--- src/rtl/nyq_tap_sequencer.sv ---
// nyq_tap_sequencer: circular delay line + coefficient file that drives one clear and NUM_TAPS MAC cycles per sample.
module nyq_tap_sequencer #(
  parameter int DATA_WIDTH = 10,
  parameter int COEF_WIDTH = 10,
  parameter int NUM_TAPS   = 8,
  parameter int ACC_WIDTH  = 24
) (
  input  logic                        Clk_CI,
  input  logic                        Rst_RI,
  input  logic                        InValid_SI,
  input  logic [DATA_WIDTH-1:0]       InData_DI,
  output logic                        InReady_SO,
  input  logic                        CoefWrEn_SI,
  input  logic [$clog2(NUM_TAPS)-1:0] CoefAddr_DI,
  input  logic [COEF_WIDTH-1:0]       CoefData_DI,
  output logic                        MacClr_SO,
  output logic                        MacWrEn_SO,
  output logic [DATA_WIDTH-1:0]       MacIn0_DO,
  output logic [COEF_WIDTH-1:0]       MacIn1_DO,
  input  logic [ACC_WIDTH-1:0]        MacOut_DI,
  output logic                        OutValid_SO,
  output logic [ACC_WIDTH-1:0]        OutData_DO,
  input  logic                        OutReady_SI
);
  localparam int AW = $clog2(NUM_TAPS);
  typedef enum logic [2:0] {IDLE, CLEAR, ACCUM, CAPTURE, HOLD} state_e;
  state_e state_q, state_d;
  logic [AW-1:0] wptr_q, wptr_d, newest_q, newest_d, k_q, k_d, rd_idx;
  logic [DATA_WIDTH-1:0] dly_q [NUM_TAPS];
  logic [COEF_WIDTH-1:0] coef_q [NUM_TAPS];
  logic [ACC_WIDTH-1:0] out_q;
  logic accept, coef_we;
  assign accept = state_q == IDLE && InValid_SI;
  assign coef_we = state_q == IDLE && CoefWrEn_SI && int'(CoefAddr_DI) < NUM_TAPS;
  // Tap k reads the sample k steps older than the newest one, wrapping modulo NUM_TAPS.
  assign rd_idx = newest_q >= k_q ? newest_q - k_q : AW'(NUM_TAPS) + newest_q - k_q;
  assign OutData_DO = out_q;
  always_comb begin
    state_d = state_q;
    k_d = k_q;
    wptr_d = wptr_q;
    newest_d = newest_q;
    InReady_SO = state_q == IDLE;
    MacClr_SO = state_q == CLEAR;
    MacWrEn_SO = state_q == CLEAR || state_q == ACCUM;
    MacIn0_DO = state_q == ACCUM ? dly_q[rd_idx] : '0;
    MacIn1_DO = state_q == ACCUM ? coef_q[k_q] : '0;
    OutValid_SO = state_q == HOLD;
    case (state_q)
      IDLE: if (InValid_SI) begin
        state_d = CLEAR;
        newest_d = wptr_q;
        wptr_d = wptr_q == AW'(NUM_TAPS - 1) ? '0 : wptr_q + AW'(1);
      end
      CLEAR: begin
        state_d = ACCUM;
        k_d = '0;
      end
      ACCUM: begin
        k_d = k_q + AW'(1);
        state_d = k_q == AW'(NUM_TAPS - 1) ? CAPTURE : ACCUM;
      end
      CAPTURE: state_d = HOLD;
      HOLD: state_d = OutReady_SI ? IDLE : HOLD;
      default: state_d = IDLE;
    endcase
  end
  always_ff @(posedge Clk_CI) begin
    if (Rst_RI) begin
      state_q <= IDLE;
      wptr_q <= '0;
      newest_q <= '0;
      k_q <= '0;
    end else begin
      state_q <= state_d;
      wptr_q <= wptr_d;
      newest_q <= newest_d;
      k_q <= k_d;
    end
  end
  always_ff @(posedge Clk_CI) begin
    if (Rst_RI) begin
      out_q <= '0;
      for (int i = 0; i < NUM_TAPS; i++) begin
        dly_q[i] <= '0;
        coef_q[i] <= '0;
      end
    end else begin
      if (accept) dly_q[wptr_q] <= InData_DI;
      if (coef_we) coef_q[CoefAddr_DI] <= CoefData_DI;
      if (state_q == CAPTURE) out_q <= MacOut_DI;
    end
  end
endmodule
--- config.mk ---
export PLATFORM = sky130hd
export DESIGN_NAME = nyq_tap_sequencer
export DESIGN_NICKNAME = d
export VERILOG_FILES = /design/src/rtl/nyq_tap_sequencer.sv
export SDC_FILE = /design/constraint.sdc
export NUM_CORES = 1
export LEC_CHECK = 0
export BUFFER_PORTS_ARGS = -buffer_cell sky130_fd_sc_hd__buf_2
export CELL_PAD_IN_SITES_DETAIL_PLACEMENT = 1
export CELL_PAD_IN_SITES_GLOBAL_PLACEMENT = 1
export CORE_MARGIN = 1
export CORE_UTILIZATION = 52
export DETAILED_ROUTE_END_ITERATION = 7
export PLACE_DENSITY = 0.84
export SETUP_SLACK_MARGIN = 0.1
export SYNTH_ARGS = -nofsm -noshare
export SYNTH_HDL_FRONTEND = slang
export SYNTH_SLANG_ARGS = --single-unit
--- constraint.sdc ---
create_clock -name Clk_CI -period 4.1 [get_ports Clk_CI]
set_input_delay 0.41 -clock Clk_CI [delete_from_list [all_inputs] [get_ports Clk_CI]]
set_output_delay 0.41 -clock Clk_CI [all_outputs]
set_load 0.03 [all_outputs]
==> results of run 1 <==
-- critical path: cells and delay by family (launching register included) --
kind          cells  cell delay, ns
fa+ha+maj         2            1.31
mux               2            0.66
simple gates      1            0.06
buf+inv           2            0.25
flops             1            0.38
-- routing by layer --
metal / routed length (um) / global-route usage
met1: 9030 / 0.3331
met2: 11920 / 0.4773
met3: 1020 / 0.04138
met4: 661 / 0.1347
met5: 0 / 0
-- layout make-up --
| cell class | instances | area, um2 | share of cell area |
|---|---|---|---|
| Tap cell | 220 | 275.3 | 0.02695 |
| Multi-Input combinational cell | 415 | 3074 | 0.3010 |
| Clock buffer | 24 | 578.1 | 0.05659 |
| Inverter | 7 | 26.28 | 0.002572 |
| Clock inverter | 8 | 65.06 | 0.006369 |
| Timing Repair Buffer | 114 | 608.1 | 0.05953 |
| Sequential cell | 199 | 5585 | 0.5468 |
| Antenna cell | 1 | 2.502 | 0.0002450 |
-- sequential cells by signal, indices dropped and copies added (netlist names), named ones only --
| signal | flops |
|---|---|
| state_q | 3 |
| coef_q | 80 |
| newest_q | 3 |
| k_q | 3 |
| dly_q | 80 |
| wptr_q | 3 |
| OutData_DO | 24 |
-- cells in the mapped netlist, types with 3 or more instances --
library cell    n  share of area
or2_2           9         0.0063
a21oi_1        28          0.016
nand2_1        76          0.032
ha_1            5         0.0070
o21bai_1        8         0.0067
nor2_1        109          0.046
dfxtp_1        39          0.088
nor4_4          8          0.019
mux2i_1        27          0.030
edfxtp_1      160           0.54
mux4_2         40           0.10
and2_1         80          0.056
clkbuf_1       22         0.0093
buf_4           8         0.0067
nand2b_1        5         0.0035
inv_1           6         0.0025
nand3_1         3         0.0017
buf_2          14         0.0079
-- power by group through the flow --
stage	logic (uW)	clock network [uW]	registers [uW]
floorplan	345	0	2340
global placement	477	0	2350
detailed placement	494	0	2360
CTS	501	1780	2310
global route	529	1850	2320
finish	494	1760	2310
-- cells by family after synthesis --
logic type / count (synthesis) / synth area share
xor+xnor: 2 / 0.003508
flops: 199 / 0.6264
mux: 67 / 0.1313
fa+ha+maj: 6 / 0.009261
compound gates: 36 / 0.02245
simple gates: 304 / 0.1782
buf+inv: 54 / 0.02890
-- worst max-delay path by stage --
stage / cells after the start / from / endpoint / slack (ns)
2_1_floorplan: 7 / k_q[0] / MacIn0_DO[0] / 1.63
3_3_place_gp: 7 / k_q[0] / MacIn0_DO[2] / 1.13
3_5_place_dp: 7 / k_q[0] / MacIn0_DO[1] / 1.05
4_1_cts: 7 / k_q[0] / MacIn0_DO[1] / 0.56
5_1_grt: 7 / k_q[0] / MacIn0_DO[1] / 0.43
6_report: 7 / k_q[0] / MacIn0_DO[1] / 0.57
-- metrics by stage --
step	power (uW)	instance area (um2)	setup WS, ns	util	std cells
after global placement	2822	9569	1.131	0.5750	955
final	4567	10210	0.5709	0.6138	988
after detailed placement	2850	9569	1.053	0.5750	955
after global routing	4697	10210	0.4279	0.6138	988
after CTS	4591	10210	0.5587	0.6136	987
after floorplan	2681	8917	1.628	-	668
==> results.sh, run 1 <==
export IMPL_status="completed"
export IMPL_vdd_drop_max_mv=0.3178
export IMPL_mostFrequentLayoutCells="edfxtp_1 (160), nor2_1 (109), buf_2 (99)"
export IMPL_clkPwrFrac=0.386
export IMPL_setup_violations_final=0
export IMPL_ctsResizeCount=0
export IMPL_syn_area_per_cell_um2=13.35
export IMPL_slowest_delay_ns=1.15
export IMPL_fin_skew_ns=0.008867
export IMPL_yosysWarnings=0
export IMPL_numClockSinks=199
export IMPL_p_leak_uw=0.003784
export IMPL_globalplace_congestion=0.8008
export IMPL_ff2ff_setup_slack_ns=1.43
export IMPL_fp_dieH_um=133.0
export IMPL_routed_wl_um=22630
export IMPL_hpwl_um=15230
export IMPL_fillers=1612
export IMPL_crit_chain="ha_1, inv_1, fa_1, mux4_2, mux2i_1, nor2_1, buf_2"
export IMPL_switchingPower_uw=1103
export IMPL_nets=812
export IMPL_drcViolationCount=0
export IMPL_io_pins=100
export IMPL_power_density_nw_per_um2=447.1
export IMPL_numCtsBuffers=17
export IMPL_drtPass1Iterations=4
export IMPL_clockRootBuffer="clkbuf_16"
export IMPL_initial_core_util=0.5358
export IMPL_period_share=0.8607
export IMPL_max_freq_mhz=283.4
export IMPL_critPathLaunchType="register"
export IMPL_p_int_uw=3465
export IMPL_pwr_share_comb=0.108
export IMPL_cts_setup_buffers=0
export IMPL_cap_viol_max_count=0
export IMPL_reg2reg_from="state_q[0]"
export IMPL_worstSetupPathType="reg2out"
export IMPL_syn_inst=668
export IMPL_syn_nets=726
export IMPL_num_rows=47
export IMPL_syn_area_um2=8917
export IMPL_max_slew_margin_rel=0.2464
export IMPL_viasPerCell=5.712
export IMPL_slew_viol_final=0
export IMPL_post_synth_num_cell_types=35
export IMPL_cts_buffer_depth=2
export IMPL_die_w_um=133.0
export IMPL_setup_tns_ns=0
export IMPL_vias=5643
export IMPL_hold_class="in2reg"
export IMPL_cts_tree="yes"
export IMPL_endpoint_kind="output pin"
export IMPL_dieArea_um2=17680
export IMPL_portBuffers=99
export IMPL_switching_share=0.2415
export IMPL_min_delay_path_depth=3
export IMPL_grtUsageTotal=0.2740
export IMPL_worstHoldStart="MacOut_DI[17]"
export IMPL_grt_setup_unrepaired="false"
export IMPL_wl_per_cell_um=22.91
export IMPL_final_common_cell="edfxtp_1"
export IMPL_required_ns=3.69
export IMPL_drt_iter0_drc=388
export IMPL_reg2reg_to="coef_q[0][9]"
export IMPL_hold_path_end="OutData_DO[17]"
export IMPL_area_growth_pct=14.55
export IMPL_hold_violations=0
export IMPL_grt_pass1_vias=6145
export IMPL_crit_arrival_ns=3.12
export IMPL_holdWs_ns=0.2054
export IMPL_clk_latency_ns=0.44
export IMPL_worst_pin_slew_ns=1.128
export IMPL_core_area_um2=16640
export IMPL_synthArstFlopShare=0
export IMPL_path_clk_slew_ns=0.07
export IMPL_ys_seq_elements=199
export IMPL_overflow=0
export IMPL_cp_max_fo=20
export IMPL_synth_edf_count=160
export IMPL_drive_above_1_share=0.2699
export IMPL_synth_yosys_seq_area_share=0.6264
export IMPL_r2r_cells=3
export IMPL_grt_max_degree=55
export IMPL_crit_slowest_cell="fa_1"
export IMPL_seqPwrFrac=0.506
export IMPL_ant_nets=0
export IMPL_antenna_found_initial=1
export IMPL_h_tree_depth=4
export IMPL_period_needed_ns=3.529
export IMPL_hold_buffers=0
export IMPL_synth_flop_cell="edfxtp_1"
export IMPL_grt_first_pass_wirelength_um=35240
No activity file was read; power rests on OpenSTA's default activity.
==> run 2: changes to the inputs <==
==> constraint.sdc (replaced) <==
create_clock -name Clk_CI -period 4.1 [get_ports Clk_CI]
set_input_delay 0.82 -clock Clk_CI [delete_from_list [all_inputs] [get_ports Clk_CI]]
set_output_delay 0.82 -clock Clk_CI [all_outputs]
set_load 0.03 [all_outputs]
==> results.sh, run 2 (same netlist as run 1, synthesis figures left out) <==
export IMPL_vdd_drop_max_mv=0.3658
export IMPL_crit_slowest_cell="fa_2"
export IMPL_pre_cts_ws_ns=0.7010
export IMPL_drtPass1Iterations=5
export IMPL_grt_setup_unrepaired="false"
export IMPL_grtUsageTotal=0.2795
export IMPL_fin_area_um2=10160
export IMPL_ctsResizeCount=0
export IMPL_cts_setup_buffers=0
export IMPL_r2r_cells=3
export IMPL_period_needed_ns=3.592
export IMPL_setup_violations_final=0
export IMPL_num_rows=47
export IMPL_numClockSinks=199
export IMPL_nets=809
export IMPL_hold_class="reg2reg"
export IMPL_endpoint_kind="output pin"
export IMPL_vias=5628
export IMPL_cp_max_fo=20
export IMPL_dieArea_um2=17680
export IMPL_portBuffers=99
export IMPL_globalplace_congestion=0.9606
export IMPL_h_tree_depth=4
export IMPL_worstSetupPathType="reg2out"
export IMPL_mostFrequentLayoutCells="edfxtp_1 (160), nor2_1 (109), buf_2 (99)"
export IMPL_fp_dieH_um=133.0
export IMPL_clockRootBuffer="clkbuf_16"
export IMPL_grt_pass1_vias=5979
export IMPL_max_slew_margin_rel=0.2395
export IMPL_fin_skew_ns=0.007371
export IMPL_setup_ws_ns=0.5080
export IMPL_final_common_cell="edfxtp_1"
export IMPL_critPathBufInv=2
export IMPL_cap_viol_max_count=0
export IMPL_hold_violations=0
export IMPL_viasPerCell=5.731
export IMPL_io_pins=100
export IMPL_crit_arrival_ns=2.77
export IMPL_numCtsBuffers=17
export IMPL_drive_above_1_share=0.2638
export IMPL_period_share=0.8761
export IMPL_core_area_um2=16640
export IMPL_min_delay_path_depth=2
export IMPL_crit_cells=7
export IMPL_crit_chain="ha_1, inv_1, fa_2, mux4_2, mux2i_1, nor2_1, buf_2"
export IMPL_n_antenna_cell=0
export IMPL_die_w_um=133.0
export IMPL_fillers=1637
export IMPL_drcViolationCount=0
export IMPL_cts_buffer_depth=2
export IMPL_status="completed"
export IMPL_p_leak_uw=0.003739
export IMPL_area_growth_pct=13.89
export IMPL_worst_pin_slew_ns=1.138
export IMPL_slew_viol_final=0
export IMPL_antenna_found_initial=0
export IMPL_hpwl_um=16310
export IMPL_grt_first_pass_wirelength_um=35400
export IMPL_path_clk_slew_ns=0.07
export IMPL_clk_latency_ns=0.43
export IMPL_power_density_nw_per_um2=447.2
export IMPL_required_ns=3.28
export IMPL_initial_core_util=0.5358
export IMPL_final_util=0.6103
export IMPL_path_delay_family="adder cells"
export IMPL_place_area_um2=9547
export IMPL_ant_nets=0
export IMPL_hold_buffers=0
export IMPL_drt_iter0_drc=414
export IMPL_setup_tns_ns=0
export IMPL_slowest_delay_ns=0.85
export IMPL_critPathLaunchType="register"
export IMPL_grt_max_degree=55
export IMPL_wl_per_cell_um=23.74
export IMPL_cts_tree="yes"
export IMPL_max_freq_mhz=278.4
export IMPL_routed_wl_um=23310
export IMPL_overflow=0
## run 2: changes by cell type in the layout (fill, tap and decap cells not counted), moves of 3 or more
| cell | before | now |
|---|---|---|
| clkbuf_16 | 22 | 17 |
| bufinv_16 | 0 | 4 |
| inv_6 | 3 | 0 |
| buf_4 | 15 | 12 |
## run 2: metrics by stage
step	cells	power, uW	hold WS [ns]
final	982	4542	0.4545
after global placement	952	2817	0.4391
after CTS	982	4563	0.4599
after global routing	982	4672	0.4764
after detailed placement	952	2849	0.4483
after floorplan	668	2681	0.4604
## run 2: path summary, 6_finish.rpt
kind | startpoint | slack [ns] | endpoint
worst max-delay path | k_q[0] | 0.51 | MacIn0_DO[3]
worst min-delay path | OutData_DO[5] | 0.45 | OutData_DO[5]
worst max register to register | state_q[2] | 1.40 | coef_q[2][6]
worst min register to register | OutData_DO[5] | 0.45 | OutData_DO[5]
## run 2: power by group
part	leakage [uW]	total [uW]	switching [uW]	internal [uW]
clock	0.000292	1740	725	1010
sequential	0.00197	2320	52.5	2270
combinational	0.00147	481	292	189
total	0.00374	4540	1070	3470
## run 2: metal layers
metal  global-route usage  share of wire
met3              0.05096          0.051
met1               0.3201           0.37
met5                    0              0
met4               0.1469          0.048
met2               0.4977           0.53
## run 2: worst register-to-register path: stages, from the launching register on
cell and delay [ns]:
dfxtp_1 0.43, or3_1 0.76, nor4_4 0.72, or2_2 0.45
## run 2: layout make-up
type,count,area [um2],area share
clock buffer,17,425.4,0.04189
clock inverter,13,181.4,0.01786
inverter,7,26.28,0.002587
multi-input combinational,415,3077,0.3029
sequential,199,5585,0.5500
tap,220,275.3,0.02710
timing repair buffer,111,585.6,0.05766
